`config.mk`:
```
export PLATFORM = sky130hd
export DESIGN_NAME = interrupt_controller
export DESIGN_NICKNAME = d
export VERILOG_FILES = /design/src/rtl/interrupt_controller.sv
export SDC_FILE = /design/constraint.sdc
export NUM_CORES = 1
export LEC_CHECK = 0
export CORE_MARGIN = 2
export CORE_UTILIZATION = 30
export DETAILED_ROUTE_END_ITERATION = 8
export PLACE_DENSITY = 0.61
export SKIP_CTS_REPAIR_TIMING = 1
export SLEW_MARGIN = 40
export SYNTH_ARGS = -nofsm -noshare
export SYNTH_HDL_FRONTEND = slang
export SYNTH_SLANG_ARGS = --single-unit
```
`constraint.sdc`:
```
create_clock -name clk -period 3.92 [get_ports clk]
set_clock_uncertainty 0.1 [all_clocks]
set_input_delay 0.98 -clock clk [delete_from_list [all_inputs] [get_ports clk]]
set_output_delay 0.98 -clock clk [all_outputs]
set_load 0.1 [all_outputs]
```
`src/rtl/interrupt_controller.sv`:
```
// interrupt_controller
//
// Collects eight rising-edge-triggered device interrupt lines into a pending
// register, filters them through a writable mask register and the CPU's global
// enable, and presents one request at a time to the microcode sequencer.
// Priority is fixed with bit 0 highest. Once a request is raised its vector is
// frozen until the sequencer acknowledges it or the request is withdrawn.
//
// Build option:
//   INTC_IRQ_SYNC_EN  when defined, every irq_in bit passes through a two-flop
//                     synchronizer before edge detection. Leave it undefined
//                     only when irq_in is already synchronous to clk.
//
// Reset is asynchronous and active-high (arst).

module interrupt_controller (
    input  logic       clk,
    input  logic       arst,
    input  logic [7:0] irq_in,
    input  logic [7:0] z_bus,
    input  logic       irq_masks_wrt,
    input  logic       int_ack,
    input  logic       clear_all_ints,
    input  logic       irq_global_en,
    output logic       int_pending,
    output logic [7:0] int_vector,
    output logic [7:0] irq_masks,
    output logic [7:0] irq_status
);

    // Request handshake states.
    typedef enum logic [1:0] {
        StIdle = 2'd0,
        StReq  = 2'd1,
        StAck  = 2'd2
    } state_e;

    state_e     state_q;
    logic [2:0] vec_q;
    logic       int_pending_q;

    logic [7:0] irq_samp;
    logic [7:0] prev_q;
    logic [7:0] irq_edge;

    logic [7:0] pending_q;
    logic [7:0] pending_d;
    logic [7:0] masks_q;
    logic [7:0] masks_d;

    logic [7:0] eligible;
    logic [2:0] win_idx;
    logic       ack_take;
    logic [7:0] ack_clr;
    logic       vec_live;

    // ------------------------------------------------------------------
    // Input sampling
    // ------------------------------------------------------------------
`ifdef INTC_IRQ_SYNC_EN
    logic [7:0] sync1_q;
    logic [7:0] sync2_q;

    // Two-flop synchronizer per line; irq_in is asynchronous to clk.
    always_ff @(posedge clk or posedge arst) begin
        if (arst) begin
            sync1_q <= 8'h00;
            sync2_q <= 8'h00;
        end else begin
            sync1_q <= irq_in;
            sync2_q <= sync1_q;
        end
    end

    assign irq_samp = sync2_q;
`else
    assign irq_samp = irq_in;
`endif

    // Previous sampled level; reset to 0 so a line already high at reset
    // release is seen as one rising edge.
    always_ff @(posedge clk or posedge arst) begin
        if (arst) begin
            prev_q <= 8'h00;
        end else begin
            prev_q <= irq_samp;
        end
    end

    assign irq_edge = irq_samp & ~prev_q;

    // ------------------------------------------------------------------
    // Pending and mask registers
    // ------------------------------------------------------------------

    // Only an acknowledge taken while requesting may retire the latched vector.
    always_comb begin
        ack_take = (state_q == StReq) && int_ack;
        ack_clr  = 8'h00;
        if (ack_take) begin
            ack_clr = 8'h01 << vec_q;
        end
    end

    // Clear-all dominates; otherwise a new edge wins over an acknowledge on
    // the same bit so that a re-assertion is never lost.
    always_comb begin
        pending_d = pending_q;
        if (clear_all_ints) begin
            pending_d = 8'h00;
        end else begin
            pending_d = (pending_q & ~ack_clr) | irq_edge;
        end
    end

    // Mask load from the Z bus on the write strobe.
    always_comb begin
        masks_d = masks_q;
        if (irq_masks_wrt) begin
            masks_d = z_bus;
        end
    end

    // Pending and mask state; readback is taken straight from these flops.
    always_ff @(posedge clk or posedge arst) begin
        if (arst) begin
            pending_q <= 8'h00;
            masks_q   <= 8'h00;
        end else begin
            pending_q <= pending_d;
            masks_q   <= masks_d;
        end
    end

    // ------------------------------------------------------------------
    // Arbitration
    // ------------------------------------------------------------------

    // Registered masks are used, so a mask write affects eligibility one
    // cycle after the strobe.
    always_comb begin
        eligible = 8'h00;
        if (irq_global_en) begin
            eligible = pending_q & masks_q;
        end
    end

    // Lowest set bit wins; scan downwards so the last hit is the lowest.
    always_comb begin
        win_idx = 3'd0;
        for (int i = 7; i >= 0; i--) begin
            if (eligible[i]) begin
                win_idx = 3'(i);
            end
        end
    end

    // The latched request is still valid only while its bit is pending and
    // masked in.
    always_comb begin
        vec_live = pending_q[vec_q] & masks_q[vec_q];
    end

    // ------------------------------------------------------------------
    // Request state machine with registered request output
    // ------------------------------------------------------------------

    // Raise one request at a time, hold its vector, and insert one dead
    // cycle (StAck) after every acknowledge.
    always_ff @(posedge clk or posedge arst) begin
        if (arst) begin
            state_q       <= StIdle;
            vec_q         <= 3'd0;
            int_pending_q <= 1'b0;
        end else if (clear_all_ints) begin
            state_q       <= StIdle;
            int_pending_q <= 1'b0;
        end else begin
            unique case (state_q)
                StIdle: begin
                    if (eligible != 8'h00) begin
                        state_q       <= StReq;
                        vec_q         <= win_idx;
                        int_pending_q <= 1'b1;
                    end
                end
                StReq: begin
                    if (int_ack) begin
                        state_q       <= StAck;
                        int_pending_q <= 1'b0;
                    end else if (!vec_live || !irq_global_en) begin
                        // Withdrawn by a mask write or global disable.
                        state_q       <= StIdle;
                        int_pending_q <= 1'b0;
                    end
                end
                StAck: begin
                    state_q       <= StIdle;
                    int_pending_q <= 1'b0;
                end
                default: begin
                    state_q       <= StIdle;
                    int_pending_q <= 1'b0;
                end
            endcase
        end
    end

    // ------------------------------------------------------------------
    // Outputs
    // ------------------------------------------------------------------
    assign int_pending = int_pending_q;
    assign int_vector  = {4'b0000, vec_q, 1'b0};
    assign irq_masks   = masks_q;
    assign irq_status  = pending_q;

endmodule

```
==> reports/metrics.yaml, run 1 <==
combPwrFrac_pct: 31.7
ys_seq_area_share_pct: 53.52
first_iter_violations: 23
clk_pin_slew_ns: 0.06
area_delta_synth_final_pct: 34.17
cellLeakagePower_nw: 0.8181
grt_max_degree: 31
die_area_mm2: 0.005238
highest_layer: "met4"
wl_met3_um: 207
synth_compound_area_share_pct: 16.50
num_vias: 1101
finalMaxSlewViolations: 0
grt_pass1_wl_mm: 5.485
grt_overflow: 0
die_w_um: 72.38
yosys.area_share.xor_xnor_pct: 0
gp_congestion: 0.8250
ios: 47
clk_latency_ns: 0.28
synth_edf_count: 0
period_needed_ns: 2.649
dpl_cell_area_mm2: 0.001739
wl_met1_mm: 1.445
cts_buffers: 5
clkPwrFrac_pct: 34.2
regArea_um2: 750.7
grt_antenna_before_repair: 0
synth_top_family_by_area: "compound AO/OA/AOI/OAI gates"
slew_headroom_pct: 66.91
cts_tree: "built"
crit_buf_inv: 1
endpoint_kind: "flop"
remaining_drc_errors: 0
antenna_left: 0
cp.required_ns: 4.02
fillers: 425
netSwitchingFraction_pct: 38.34
critical-path-slowest-cell: "clkdlybuf4s50_1"
crit_fanout: 12
drv_cap: 0
dp_hpwl_mm: 2.524
muxShareOfSynthArea_pct: 8.029
core_area_mm2: 0.004414
cts_htree_levels: 2
async_flop_share_pct: 100.0
cpPeakStageDelay_ns: 0.64
clk_path_buf_depth: 2
timing.rr.start: "vec_q[0]"
final_area_mm2: 0.001882
wl_per_cell_um: 14.74
rsz0062_at_grt: "no"
ys_seq_elements: 30
finalSetupViolCount: 0
holdCritPathClass: "flop to flop"
seqPwrFrac_pct: 34.1
routed_wl_mm: 3.286
clock-sinks: 30
start_util_pct: 31.77
avgSynthCellArea_um2: 11.04
multiInputGateArea_um2: 585.6
power_mw: 1.128
path_cells: "clkdlybuf4s50_1, nor4b_2, nand2_1, or4bb_1, a32oi_1"
vias_per_cell: 4.937
min_from: "prev_q[2]"
wl_met2_mm: 1.578
tns_ns: 0
period_share_pct: 67.58
synth_ff_type: "dfrtp_1"
hold_viol_final: 0
synthAdderAreaFrac_pct: 0
critical_path_class: "input pin to flop"
outcome: "finished clean"
cts_root_buf: "clkbuf_8"
crit_path_start_kind: "input pin"
synth_warnings: 0
antenna_cells: 0
critPathTopFamily: "simple AND/OR/NAND/NOR gates"
fmax_mhz: 377.5
final_core_util_pct: 42.63
yosysUniqueCellTypes: 35
worstPathArrival_ns: 2.75
grt.total_usage_pct: 13.86
worst_pin_slew_ns: 0.4925
grt_pass1_vias: 1140
num_rows: 24
io_buffers: 41
power.internal_mw: 0.6953
power_density_mw_per_mm2: 599.2
ir_worst_vdd_uv: 226.5
power_switching_mw: 0.4323
drive_above_1_share_pct: 23.98
syn_area_mm2: 0.001403
syn_inst: 127
die_y_um: 72.38
firstDrtPassIters: 4
setup.worst_path.start: "clear_all_ints"
final_nets: 192
synthSimpleGateAreaFrac_pct: 15.88
[cell usage in the layout (no fill, tap or decap), types with 2 or more instances in the layout]
cell type        Yosys  routed
inv_1                4       4
and2_1               4       4
nor2_1               2       2
dfrtp_1             30      30
buf_4                5       3
mux2_2               8       8
nand2b_1             8       8
conb_1               1       5
a21oi_1             13      13
bufinv_16            0       2
o31ai_1              3       3
a22o_1               4       4
nand3_1              4       4
o21ai_0              8       8
clkdlybuf4s50_1      0      21
clkbuf_8             0       6
o211ai_1             2       2
buf_2                0      18
nand2_1              9       9
[worst register-to-register path: cells and delay by family (launching register included)]
family / cells / cell delay, ns
AND/OR/NAND/NOR: 2 / 0.65
flip-flops: 1 / 0.56
AO/OA/AOI/OAI: 2 / 0.35
[synth_stat cells (2+ instances only)]
library cell,instances,share of area [%]
dfrtp_1,30,54
a21oi_1,13,4.6
nand2_1,9,2.4
mux2_2,8,6.4
nand2b_1,8,3.6
o21ai_0,8,2.9
buf_4,5,2.7
a22o_1,4,2.5
and2_1,4,1.8
inv_1,4,1.1
nand3_1,4,1.4
o31ai_1,3,1.6
clkbuf_1,2,0.54
clkbuf_2,2,0.71
nor2_1,2,0.54
o211ai_1,2,1.1
[stage by stage]
stage	instances	setup slack, ns	hold WS, ns
after detailed placement	215	1.002	0.3859
after global routing	223	1.212	0.4283
after CTS	223	1.286	0.3951
after global placement	215	1.075	0.3967
after floorplan	131	1.670	0.3724
final	223	1.271	0.3925
[path summary, 6_finish.rpt]
check	end	slack, ns	cells after the start
min	irq_status[2]	0.39	2
max reg2reg	int_pending	2.18	4
max	int_pending	1.27	5
min in group asynchronous	irq_masks[6]	0.96	3
min reg2reg	irq_status[2]	0.39	2
max in group asynchronous	int_pending	2.48	3
[state kept, by name, indices dropped and copies added (netlist names)]
signal / cells
vec_q: 3
int_pending: 1
irq_status: 8
state_q: 2
prev_q: 8
irq_masks: 8
[routing by layer]
layer	up-vias	GRT usage, %
met5	-	0
li1	537	-
met2	42	22.02
met1	515	17.43
met4	0	6.173
met3	7	4.167
[area by class of cell]
class                      instances  area share [%]
timing repair buffer              42           17.15
clock buffer                       6           4.388
sequential                        30           39.89
clock inverter                     2           3.191
multi-input combinational         87           31.12
tap                               52           3.457
inverter                           4          0.7979
[power groups by stage]
stage	clock network [mW]	logic, mW	registers (mW)
finish	0.385	0.358	0.385
global route	0.411	0.372	0.391
CTS	0.394	0.358	0.385
detailed placement	0	0.357	0.391
global placement	0	0.373	0.390
floorplan	0	0.120	0.554
[kinds of logic after synthesis]
| kind of cell | Yosys count |
|---|---|
| AOI/OAI and AO/OA | 36 |
| buffers and inverters | 14 |
| DFF | 30 |
| muxes | 9 |
| other | 1 |
| and+or+nand+nor | 37 |
Power figures use the tool's default switching activity.
==> inputs of run 2 (changes only) <==
==> constraint.sdc (replaced) <==
create_clock -name clk -period 2.7 [get_ports clk]
set_clock_uncertainty 0.1 [all_clocks]
set_input_delay 0.675 -clock clk [delete_from_list [all_inputs] [get_ports clk]]
set_output_delay 0.675 -clock clk [all_outputs]
set_load 0.1 [all_outputs]
==> run 2 against run 1 <==
  * Die area did not move
  * Sequential cell count did not move
  * Hold slack barely moved
  * Via count about the same
  * First-iteration DRC count grew to 3.0 times the previous value
  * Total power rose by 34%
  * Register-to-register slack got worse by 1.3 ns
  * Wire length up 3.8%
  * Sequential share of layout area down 0.42 points
==> reports/metrics.yaml, run 2 (same netlist as run 1, synthesis figures left out) <==
vias_per_cell: 4.920
fillers: 430
worstPathArrival_ns: 2.26
fmax_mhz: 461.3
use_met3_pct: 5.417
outcome: "finished clean"
r2r_end: "int_pending"
final_common_cell: "dfrtp_1"
grt_use_met1_pct: 17.96
drive_above_1_share_pct: 24.42
power_mw: 1.509
die_y_um: 72.38
dp_hpwl_mm: 2.548
rsz0062_at_grt: "no"
clk_latency_ns: 0.28
ir_worst_vdd_uv: 404.4
cts_buffers: 5
area_delta_synth_final_pct: 35.59
final_area_mm2: 0.001902
remaining_drc_errors: 0
cellLeakagePower_nw: 0.8187
rrSetupSlack_ns: 0.93
finalMaxSlewViolations: 0
clk_pin_slew_ns: 0.06
fin_ws_ns: 0.5324
grt.total_usage_pct: 14.55
worstHoldPathCells: 2
cts_root_buf: "clkbuf_8"
grt_max_degree: 31
finalSetupViolCount: 0
holdCritPathClass: "flop to flop"
crit_fanout: 3
power_density_mw_per_mm2: 793.7
core_area_mm2: 0.004414
gp_congestion: 0.8812
dpl_cell_area_mm2: 0.001792
min_to: "irq_status[3]"
num_vias: 1102
grt_overflow: 0
whs_ns: 0.3924
period_needed_ns: 2.168
clk_path_buf_depth: 2
cts_htree_levels: 2
firstDrtPassIters: 4
use_met2_pct: 22.94
critical_path_class: "input pin to flop"
multiInputGateArea_um2: 585.6
hold_viol_final: 0
endpoint_kind: "flop"
cp.required_ns: 2.79
cts_tree: "built"
worstRegToRegCells: 4
regArea_um2: 750.7
die_w_um: 72.38
layout_common_cells: "dfrtp_1, buf_4, clkdlybuf4s50_1"
wl_per_cell_um: 15.23
io_buffers: 41
antenna_cells: 0
routed_wl_mm: 3.411
first_iter_violations: 69
ios: 47
place_ws_ns: 0.2564
min_from: "prev_q[3]"
final_nets: 193
clock-sinks: 30
crit_path_start_kind: "input pin"
num_rows: 24
grt_antenna_before_repair: 0
top_usage_layer: "met2"
grt_pass1_wl_mm: 5.782
antenna_left: 0
die_area_mm2: 0.005238
timing.rr.start: "vec_q[0]"
period_share_pct: 80.28
tns_ns: 0
grt_pass1_vias: 1189
start_util_pct: 31.77
drv_cap: 0
==> run 2: cell type report <==
| type | count | share of cell area [%] |
|---|---|---|
| Sequential cell | 30 | 39.47 |
| Timing Repair Buffer | 43 | 19.74 |
| Inverter | 4 | 0.7895 |
| Clock buffer | 8 | 5.790 |
| Multi-Input combinational cell | 87 | 30.79 |
| Tap cell | 52 | 3.421 |
==> run 2: stage by stage <==
stage	util [%]	cells
floorplan	-	131
global placement	40.59	216
detailed placement	40.59	216
CTS	43.08	224
global route	43.08	224
finish	43.08	224
==> run 2: worst max path at each step <==
| stage | startpoint | end | cells past startpoint |
|---|---|---|---|
| after floorplan | vec_q[1] | int_pending | 5 |
| after global placement | int_ack | int_pending | 5 |
| after detailed placement | int_ack | int_pending | 5 |
| after CTS | int_ack | int_pending | 5 |
| after global routing | int_ack | int_pending | 5 |
| final | int_ack | int_pending | 5 |
==> run 2: power breakdown <==
group	total, mW	internal [mW]	switching [mW]
Clock	0.414	0.257	0.157
Sequential	0.560	0.494	0.0658
Combinational	0.536	0.139	0.397
Total	1.51	0.890	0.620
==> run 2: critical path: stages <==
cell	delay, ns
clkdlybuf4s50_1	0.46
nor4b_2	0.29
nand2_1	0.10
or4bb_1	0.52
a32oi_1	0.22
==> run 2: per-layer routing <==
metal / share of wire, % / vias up
li1: - / 535
met1: 44 / 524
met2: 47 / 36
met3: 7.1 / 7
met4: 1.7 / 0
met5: 0 / -
==> inputs of run 3 (changes only) <==
==> constraint.sdc (replaced) <==
create_clock -name clk -period 2 [get_ports clk]
set_clock_uncertainty 0.1 [all_clocks]
set_input_delay 0.5 -clock clk [delete_from_list [all_inputs] [get_ports clk]]
set_output_delay 0.5 -clock clk [all_outputs]
set_load 0.1 [all_outputs]
==> run 3 against run 2 <==
  * Global-route usage fell by 0.17 points
  * Die area did not move
  * Worst setup slack got worse by 0.46 ns
  * Cell count rose by 1.8%
  * Utilization rose by 6.3 points
  * Sequential power rose by 42%
  * Non-clock buffer count rose by 4
  * Sequential share of layout area fell by 4.0 points
  * First-iteration DRC count fell by 14%
  * Wire length fell by 2.8%
  * Critical path type unchanged
==> reports/metrics.yaml, run 3 (same netlist as run 1, synthesis figures left out) <==
outcome: "finished clean"
remaining_drc_errors: 0
cts_htree_levels: 2
firstDrtPassIters: 4
num_rows: 24
crit_fanout: 3
use_met3_pct: 3.611
critical_path_class: "input pin to flop"
start_util_pct: 31.77
fmax_mhz: 517.8
period_share_pct: 96.57
antenna_left: 0
drive_above_1_share_pct: 35.80
gp_congestion: 0.7720
fin_ws_ns: 0.06865
wl_per_cell_um: 14.54
grt_max_degree: 31
multiInputGateArea_um2: 585.6
use_met2_pct: 21.92
die_y_um: 72.38
worstPathArrival_ns: 2.03
antenna_cells: 0
io_buffers: 41
grt_pass1_wl_mm: 5.678
area_delta_synth_final_pct: 55.40
layout_common_cells: "clkdlybuf4s50_1, buf_12, dfrtp_2"
grt_use_met1_pct: 19.24
vias_per_cell: 5.145
cp.required_ns: 2.10
die_w_um: 72.38
place_ws_ns: -0.2404
grt_antenna_before_repair: 0
final_nets: 197
dp_hpwl_mm: 2.521
hold_viol_final: 0
finalMaxSlewViolations: 0
cts_tree: "built"
power_density_mw_per_mm2: 964.7
fillers: 401
cts_buffers: 5
clk_path_buf_depth: 2
routed_wl_mm: 3.315
ios: 47
ir_worst_vdd_uv: 544.9
drv_cap: 0
period_needed_ns: 1.931
first_iter_violations: 59
holdCritPathClass: "flop to flop"
dpl_cell_area_mm2: 0.002087
cts_root_buf: "clkbuf_8"
num_vias: 1173
clock-sinks: 30
die_area_mm2: 0.005238
regArea_um2: 773.2
clk_latency_ns: 0.28
endpoint_kind: "flop"
clk_pin_slew_ns: 0.06
grt.total_usage_pct: 14.38
core_area_mm2: 0.004414
cellLeakagePower_nw: 0.8910
crit_path_start_kind: "input pin"
final_area_mm2: 0.002180
grt_overflow: 0
top_usage_layer: "met2"
grt_pass1_vias: 1187
finalSetupViolCount: 0
==> run 3: path summary, 6_finish.rpt <==
check / start / end / slack [ns] / depth (start not counted)
max: int_ack / int_pending / 0.07 / 5
min: prev_q[2] / irq_status[2] / 0.39 / 2
max reg2reg: irq_masks[5] / state_q[0] / 0.19 / 5
min reg2reg: prev_q[2] / irq_status[2] / 0.39 / 2
max in group asynchronous: arst / irq_status[6] / 1.01 / 3
min in group asynchronous: arst / prev_q[7] / 0.49 / 3
==> run 3: cell type report <==
cell class | count | area share [%]
flip-flops and latches | 30 | 35.48
repair buffers | 47 | 30.20
multi-input cells | 87 | 26.87
clock buffers | 6 | 3.330
well taps | 52 | 2.985
inverters | 4 | 0.6889
clock inverters | 2 | 0.4592
==> run 3: routing by layer <==
layer | vias to the layer above | part of all wire, %
met5 | - | 0
li1 | 548 | -
met3 | 7 | 6.9
met2 | 41 | 48
met1 | 577 | 43
met4 | 0 | 1.9
==> run 3: stage by stage <==
stage               hold slack (ns)  utilization [%]  power, mW  std cells  setup TNS [ns]
floorplan                    0.3687                -      1.329        131               0
global placement             0.3849            47.28      1.656        219         -0.2672
detailed placement           0.3875            47.28      1.659        219         -0.3724
CTS                          0.3959            49.15      2.126        227               0
global route                 0.4156            49.38      2.189        228        -0.01180
finish                       0.3899            49.38      2.103        228               0
==> run 3: power breakdown <==
part | leakage (nW) | internal (mW) | switching (mW)
clock | 0.0450 | 0.240 | 0.216
combinational | 0.498 | 0.319 | 0.532
sequential | 0.348 | 0.675 | 0.121
total | 0.891 | 1.23 | 0.869
==> run 3: worst max-delay path, cell delays in order <==
cell             delay [ns]
clkdlybuf4s50_1        0.45
nor4b_2                0.22
nand2_1                0.09
or4bb_1                0.55
a32oi_1                0.22
